--- src/rtl/line_sensor_reader_if.sv ---
// Pixel-stream interface between the line sensor reader (producer) and the
// downstream peak-search logic (consumer).
interface line_sensor_reader_if;
  logic       start;
  logic       data_valid;
  logic [9:0] data_out;
  logic [8:0] data_pos;

  modport master (
    output start,
    output data_valid,
    output data_out,
    output data_pos
  );

  modport slave (
    input start,
    input data_valid,
    input data_out,
    input data_pos
  );
endinterface

--- src/rtl/line_sensor_reader.sv ---
// Readout sequencer for a linear image sensor with a 10-bit ADC.
// A trigger in IDLE starts one line: a CLK_DIV-cycle shift/start pulse,
// then NUM_PIXELS pixel periods of CLK_DIV cycles each. The ADC is captured
// in the last cycle of every pixel period and presented on the pixel stream
// one cycle later. All outputs are registered; the output registers are
// loaded from the next-state values so they line up with the state register.
module line_sensor_reader #(
  parameter int unsigned NUM_PIXELS = 512,
  parameter int unsigned CLK_DIV    = 4
) (
  input  logic                        clk_in,
  input  logic                        rst_in,
  input  logic                        trigger_in,
  input  logic [9:0]                  adc_data_in,
  output logic                        sensor_sh,
  output logic                        sensor_clk,
  output logic                        busy,
  output logic                        line_done,
  output logic                        trigger_miss,
  line_sensor_reader_if.master        pix
);

  localparam logic [1:0] S_IDLE    = 2'd0;
  localparam logic [1:0] S_SH      = 2'd1;
  localparam logic [1:0] S_READOUT = 2'd2;
  localparam logic [1:0] S_DONE    = 2'd3;

  // Phase counter runs 0..CLK_DIV-1 in both SH and READOUT.
  localparam logic [5:0] PH_LAST  = 6'(CLK_DIV - 1);
  localparam logic [5:0] PH_HALF  = 6'(CLK_DIV / 2);
  localparam logic [8:0] PIX_LAST = 9'(NUM_PIXELS - 1);

  logic [1:0] state_q, state_d;
  logic [5:0] phase_q, phase_d;
  logic [8:0] pix_q,   pix_d;

  logic       capture_s;

  logic       sensor_sh_q;
  logic       sensor_clk_q;
  logic       busy_q;
  logic       line_done_q;
  logic       trigger_miss_q;
  logic       start_q;
  logic       data_valid_q;
  logic [9:0] data_out_q;
  logic [8:0] data_pos_q;

  // A pixel is captured in the last phase of each READOUT period.
  assign capture_s = (state_q == S_READOUT) && (phase_q == PH_LAST);

  // Next-state logic for the sequencer, phase counter and pixel counter.
  always_comb begin
    state_d = state_q;
    phase_d = phase_q;
    pix_d   = pix_q;
    case (state_q)
      S_IDLE: begin
        if (trigger_in) begin
          state_d = S_SH;
          phase_d = 6'd0;
          pix_d   = 9'd0;
        end else begin
          state_d = S_IDLE;
        end
      end
      S_SH: begin
        if (phase_q == PH_LAST) begin
          state_d = S_READOUT;
          phase_d = 6'd0;
          pix_d   = 9'd0;
        end else begin
          phase_d = phase_q + 6'd1;
        end
      end
      S_READOUT: begin
        if (phase_q == PH_LAST) begin
          phase_d = 6'd0;
          // Terminal count stops the counter before it can wrap.
          if (pix_q == PIX_LAST) begin
            state_d = S_DONE;
          end else begin
            pix_d = pix_q + 9'd1;
          end
        end else begin
          phase_d = phase_q + 6'd1;
        end
      end
      S_DONE: begin
        state_d = S_IDLE;
        phase_d = 6'd0;
        pix_d   = 9'd0;
      end
      default: begin
        state_d = S_IDLE;
        phase_d = 6'd0;
        pix_d   = 9'd0;
      end
    endcase
  end

  // State, counters and registered outputs; reset returns everything to 0/IDLE.
  always_ff @(posedge clk_in) begin
    if (rst_in) begin
      state_q        <= S_IDLE;
      phase_q        <= 6'd0;
      pix_q          <= 9'd0;
      sensor_sh_q    <= 1'b0;
      sensor_clk_q   <= 1'b0;
      busy_q         <= 1'b0;
      line_done_q    <= 1'b0;
      trigger_miss_q <= 1'b0;
      start_q        <= 1'b0;
      data_valid_q   <= 1'b0;
      data_out_q     <= 10'd0;
      data_pos_q     <= 9'd0;
    end else begin
      state_q        <= state_d;
      phase_q        <= phase_d;
      pix_q          <= pix_d;
      sensor_sh_q    <= (state_d == S_SH);
      sensor_clk_q   <= (state_d == S_READOUT) && (phase_d < PH_HALF);
      busy_q         <= (state_d != S_IDLE);
      start_q        <= (state_q == S_IDLE) && trigger_in;
      data_valid_q   <= capture_s;
      line_done_q    <= capture_s && (pix_q == PIX_LAST);
      // Triggers outside IDLE are dropped but remembered until reset.
      trigger_miss_q <= trigger_miss_q | (trigger_in && (state_q != S_IDLE));
      if (capture_s) begin
        data_out_q <= adc_data_in;
        data_pos_q <= pix_q;
      end else begin
        data_out_q <= data_out_q;
        data_pos_q <= data_pos_q;
      end
    end
  end

  assign sensor_sh      = sensor_sh_q;
  assign sensor_clk     = sensor_clk_q;
  assign busy           = busy_q;
  assign line_done      = line_done_q;
  assign trigger_miss   = trigger_miss_q;
  assign pix.start      = start_q;
  assign pix.data_valid = data_valid_q;
  assign pix.data_out   = data_out_q;
  assign pix.data_pos   = data_pos_q;

endmodule

--- src/flat_wrapper.sv ---
// flat-port wrapper written by rule: the top's interface ports become plain ports
module line_sensor_reader_flat 
#(
  parameter int unsigned NUM_PIXELS = 512,
  parameter int unsigned CLK_DIV    = 4
)
  (clk_in, rst_in, trigger_in, adc_data_in, sensor_sh, sensor_clk, busy, line_done, trigger_miss, pix_start, pix_data_valid, pix_data_out, pix_data_pos);
  line_sensor_reader_if pix_i ();
  input  logic clk_in;
  input  logic rst_in;
  input  logic trigger_in;
  input  logic [9:0] adc_data_in;
  output logic sensor_sh;
  output logic sensor_clk;
  output logic busy;
  output logic line_done;
  output logic trigger_miss;
  output wire logic [$bits(pix_i.start)-1:0] pix_start;
  output wire logic [$bits(pix_i.data_valid)-1:0] pix_data_valid;
  output wire logic [$bits(pix_i.data_out)-1:0] pix_data_out;
  output wire logic [$bits(pix_i.data_pos)-1:0] pix_data_pos;
  assign pix_start = pix_i.start;
  assign pix_data_valid = pix_i.data_valid;
  assign pix_data_out = pix_i.data_out;
  assign pix_data_pos = pix_i.data_pos;
  line_sensor_reader #(.NUM_PIXELS(NUM_PIXELS), .CLK_DIV(CLK_DIV)) u_core (.clk_in(clk_in), .rst_in(rst_in), .trigger_in(trigger_in), .adc_data_in(adc_data_in), .sensor_sh(sensor_sh), .sensor_clk(sensor_clk), .busy(busy), .line_done(line_done), .trigger_miss(trigger_miss), .pix(pix_i));
endmodule
--- config.mk ---
export PLATFORM = sky130hd
export DESIGN_NAME = line_sensor_reader_flat
export DESIGN_NICKNAME = d
export VERILOG_FILES = /design/src/rtl/line_sensor_reader_if.sv /design/src/rtl/line_sensor_reader.sv /design/src/flat_wrapper.sv
export SDC_FILE = /design/constraint.sdc
export NUM_CORES = 1
export LEC_CHECK = 0
export BUFFER_PORTS_ARGS = -buffer_cell sky130_fd_sc_hd__buf_2
export CAP_MARGIN = 15
export CORE_MARGIN = 5
export CORE_UTILIZATION = 46
export CTS_BUF_LIST = sky130_fd_sc_hd__clkbuf_4 sky130_fd_sc_hd__clkbuf_8 sky130_fd_sc_hd__clkbuf_16
export CTS_CLUSTER_DIAMETER = 120
export CTS_CLUSTER_SIZE = 20
export DETAILED_ROUTE_END_ITERATION = 10
export PLACE_DENSITY = 0.74
export SLEW_MARGIN = 20
export SYNTH_ARGS = -nofsm -noshare
export SYNTH_HDL_FRONTEND = slang
export SYNTH_SLANG_ARGS = --single-unit
--- constraint.sdc ---
create_clock -name clk_in -period 5.1 [get_ports clk_in]
set_clock_uncertainty 0.15 [all_clocks]
set_input_delay 0.765 -clock clk_in [delete_from_list [all_inputs] [get_ports clk_in]]
set_output_delay 0.765 -clock clk_in [all_outputs]
set_load 0.02 [all_outputs]
==> impl_metrics.prom <==
# TYPE chip_impl_metric gauge
chip_impl_info{name="outcome",value="finished, final reports clean"} 1
chip_impl_metric{name="tns",unit="ns"} 0
chip_impl_info{name="cts.root.buffer_cell",value="clkbuf_8"} 1
chip_impl_metric{name="min_period",unit="ns"} 2.80
chip_impl_metric{name="r2r.worst_path.cells",unit=""} 8
chip_impl_metric{name="ys_seq_elements",unit=""} 43
chip_impl_metric{name="slew-limit-headroom",unit="%"} 50.1
chip_impl_info{name="final_cell_mix",value="46 x nand2_1, 43 x dfxtp_1, 38 x buf_2"} 1
chip_impl_info{name="worst_path_max_delay_cell",value="or4_1"} 1
chip_impl_metric{name="critPathMaxFanout",unit=""} 7
chip_impl_metric{name="detailroute.via_count",unit=""} 1747
chip_impl_metric{name="postCtsSetupBuffers",unit=""} 0
chip_impl_info{name="hold_end",value="u_core.pix.data_pos[6]"} 1
chip_impl_metric{name="detailedRoute.firstPassIterationCount",unit=""} 4
chip_impl_metric{name="worst_hold_path.num_cells",unit=""} 2
chip_impl_metric{name="insertedDiodeCount",unit=""} 0
chip_impl_metric{name="dp_hpwl",unit="um"} 2950
chip_impl_info{name="rsz0062_at_grt",value="false"} 1
chip_impl_metric{name="critical_path_required",unit="ns"} 5.18
chip_impl_metric{name="final_layout_size_suffix_gt1_share",unit="%"} 19.4
chip_impl_metric{name="initialDrtViolationCount",unit=""} 133
chip_impl_metric{name="cts_hold_buffers",unit=""} 0
chip_impl_metric{name="detail_route.vias_per_cell",unit=""} 5.38
chip_impl_metric{name="setup_violations",unit=""} 0
chip_impl_metric{name="power.density_cell_area",unit="mW/mm^2"} 261
chip_impl_metric{name="timing.final.hold_violations",unit=""} 0
chip_impl_info{name="timing.rr.end",value="u_core.pix_q[6]"} 1
chip_impl_metric{name="floorplan.initialDensity",unit="%"} 46.7
chip_impl_metric{name="cellLeakagePower",unit="nW"} 0.918
chip_impl_info{name="worst_hold_path_type",value="flip-flop to flip-flop"} 1
chip_impl_metric{name="netlist-cell-type-count",unit=""} 41
chip_impl_metric{name="multi_input_comb_area",unit="mm^2"} 0.00105
chip_impl_metric{name="fin_hold_ws",unit="ns"} 0.301
chip_impl_metric{name="num-fill-cells",unit=""} 439
chip_impl_metric{name="seq_area_frac_synth",unit="%"} 43.2
chip_impl_metric{name="final_cells",unit=""} 325
chip_impl_metric{name="post_cts_resize_count",unit=""} 0
chip_impl_metric{name="avgRoutedWirePerCell",unit="um"} 12.9
chip_impl_metric{name="grt_remaining_overflow",unit=""} 0
chip_impl_metric{name="detail-route-antenna-nets",unit=""} 0
chip_impl_metric{name="grtUsageTotal",unit="%"} 15.5
chip_impl_metric{name="initial_antenna_violation_count",unit=""} 0
chip_impl_info{name="mostFrequentLayoutCell",value="nand2_1"} 1
chip_impl_metric{name="placer_congestion_estimate",unit=""} 0.889
chip_impl_metric{name="flow.area_growth_from_synthesis",unit="%"} 14.8
chip_impl_metric{name="numPortBuffers",unit=""} 38
chip_impl_metric{name="finalCritPeriodShare",unit="%"} 54.8
chip_impl_metric{name="post-route-drc-count",unit=""} 0
chip_impl_info{name="timing.critical_path.from_type",value="flip-flop"} 1
chip_impl_metric{name="place.detailed.instances",unit=""} 317
chip_impl_metric{name="synthesis.area_per_instance",unit="um^2"} 8.33
chip_impl_metric{name="clock_tree.buffer_depth",unit=""} 2
chip_impl_metric{name="placedInstanceArea",unit="mm^2"} 0.00220
chip_impl_metric{name="grt_first_pass_wirelength",unit="um"} 6980
chip_impl_info{name="timing.critical_path.cells",value="ha_1, and3_1, and3_1, ha_1, nor3b_1, a21oi_1, or4_1, a21oi_1"} 1
chip_impl_metric{name="clock_tree_sinks",unit=""} 43
chip_impl_info{name="hold_path_startpoint",value="u_core.pix.data_pos[6]"} 1
chip_impl_metric{name="max-vdd-ir-drop",unit="mV"} 0.166
chip_impl_metric{name="critPathMaxStageDelay",unit="ns"} 0.51
chip_impl_metric{name="stdcell_area",unit="mm^2"} 0.00228
chip_impl_metric{name="netlist_area",unit="mm^2"} 0.00199
chip_impl_metric{name="maxCapViolCount",unit=""} 0
chip_impl_metric{name="slew_violations",unit=""} 0
chip_impl_metric{name="worst-r2r-setup-slack",unit="ns"} 2.30
chip_impl_metric{name="worst-slew-pin-transition",unit="ns"} 0.747
chip_impl_metric{name="final_nets",unit=""} 293
chip_impl_metric{name="design.die.area",unit="mm^2"} 0.00574
chip_impl_metric{name="via_count_of_the_first_global_routing_pass",unit=""} 1558
chip_impl_metric{name="chipHeight",unit="um"} 75.8
chip_impl_metric{name="cts_inserted_buffers",unit=""} 5
chip_impl_metric{name="rows",unit=""} 24
chip_impl_metric{name="wl",unit="um"} 4180
chip_impl_info{name="cp-end-kind",value="flip-flop"} 1
chip_impl_metric{name="synth_fp_nets",unit=""} 260
chip_impl_metric{name="grt_max_degree",unit=""} 44
chip_impl_metric{name="chipWidth",unit="um"} 75.8
chip_impl_metric{name="clkTransAtPathRegs",unit="ns"} 0.08
chip_impl_metric{name="core_area",unit="mm^2"} 0.00426
chip_impl_metric{name="post_synth_inst_count",unit=""} 239
chip_impl_metric{name="pin_count",unit=""} 39
chip_impl_metric{name="clock_latency",unit="ns"} 0.29
chip_impl_info{name="regToRegStartpoint",value="u_core.pix_q[0]"} 1
chip_impl_metric{name="worst-endpoint-arrival",unit="ns"} 2.87
chip_impl_info{name="path_class",value="flip-flop to flip-flop"} 1
chip_impl_metric{name="ctsHtreeMaxLevel",unit=""} 2
chip_impl_info{name="cts_tree",value="yes"} 1
chip_impl_metric{name="yosysWarnings",unit=""} 0
chip_impl_metric{name="ff_latch_area",unit="um^2"} 861
chip_impl_metric{name="achievable-frequency",unit="MHz"} 358
## per-layer routing
layer / share of wire, % / up-vias / track usage [%]
met3: 5.1 / 4 / 4.35
met4: 1.1 / 0 / 4.08
met1: 47 / 783 / 20.5
li1: - / 918 / -
met2: 46 / 42 / 24.9
met5: 0 / - / 0
## per-stage QoR
stage          utilization, %  setup WS [ns]  power [mW]
2_1_floorplan               -           2.59       0.377
3_3_place_gp             51.5           2.44       0.391
3_5_place_dp             51.5           2.38       0.391
4_1_cts                  53.6           2.33       0.603
5_1_grt                  53.6           2.09       0.622
6_report                 53.6           2.30       0.595
## report_power, final
part	internal, mW	switching (mW)	leakage (nW)	total (mW)
logic	0.0147	0.0281	0.526	0.0427
registers	0.339	0.00182	0.347	0.341
clock network	0.101	0.111	0.0446	0.212
total	0.454	0.141	0.918	0.595
## critical path: cells and delay by family, from the launching register on
kind	cells	cell delay, ns
flip-flops	1	0.35
AND/OR/NAND/NOR	4	1.36
adder cells (fa/ha/maj)	2	0.46
AO/OA/AOI/OAI	2	0.41
## synthesized netlist by cell type (all sizes together)
cell	number	share of area (%)
o21ai	7	1.8
or4	2	0.75
o211ai	5	1.9
buf	2	0.82
and2	1	0.31
inv	6	1.1
nor4bb	2	1.0
nor2b	3	0.94
nand4b	2	0.88
a2111oi	1	0.75
a211oi	1	0.38
a221oi	1	0.44
o2111ai	2	0.88
nand3b	3	1.1
clkbuf	11	2.1
a31oi	4	1.3
or3b	2	0.88
nor3b	1	0.38
xor2	1	0.44
or3	2	1.1
ha	8	5.0
a21oi	31	7.8
a41oi	1	0.44
nand2	46	8.7
mux2i	3	1.5
o2bb2ai	1	0.44
dfxtp	43	43
o31ai	3	1.1
nor3	6	2.0
a311oi	2	0.88
a32oi	1	0.44
o211a	1	0.50
o31a	1	0.44
nand2b	4	1.3
and3	5	1.6
nor2	12	2.3
nand4	2	0.63
nand3	10	2.5
## how the worst max path moves through the flow
stage / startpoint / endpoint / slack, ns / depth (start not counted)
CTS: u_core.pix_q[0] / u_core.pix_q[6] / 2.33 / 8
global route: u_core.pix_q[0] / u_core.pix_q[6] / 2.09 / 8
global placement: u_core.pix_q[0] / u_core.pix_q[6] / 2.44 / 8
floorplan: u_core.pix_q[0] / u_core.pix_q[6] / 2.59 / 8
finish: u_core.pix_q[0] / u_core.pix_q[6] / 2.30 / 8
detailed placement: u_core.pix_q[0] / u_core.pix_q[6] / 2.38 / 8
## cell type report
cell class	count	area share [%]
tap	52	2.85
multi-input combinational	177	45.9
timing repair buffer	39	8.65
inverter	6	0.986
clock buffer	6	3.34
sequential	43	37.7
clock inverter	2	0.548
## cell families (layout without fill, tap and decap cells)
group / after synthesis / in the layout / synth area share [%]
compound gates: 62 / 62 / 19.4
xor+xnor: 1 / 1 / 0.440
fa+ha+maj: 8 / 8 / 5.03
buf+inv: 19 / 53 / 4.02
flops: 43 / 43 / 43.2
mux: 3 / 3 / 1.51
simple gates: 103 / 103 / 26.3
## registers in the layout (all words and copies together) (netlist names)
register	count
u_core.pix.data_out	10
u_core.pix.data_pos	9
u_core.pix_q	9
u_core.phase_q	6
u_core.state_q	2
u_core.busy	1
u_core.line_done	1
u_core.pix.data_valid	1
u_core.pix.start	1
u_core.sensor_clk	1
u_core.sensor_sh	1
u_core.trigger_miss	1
(Power assumes the default switching activity.)
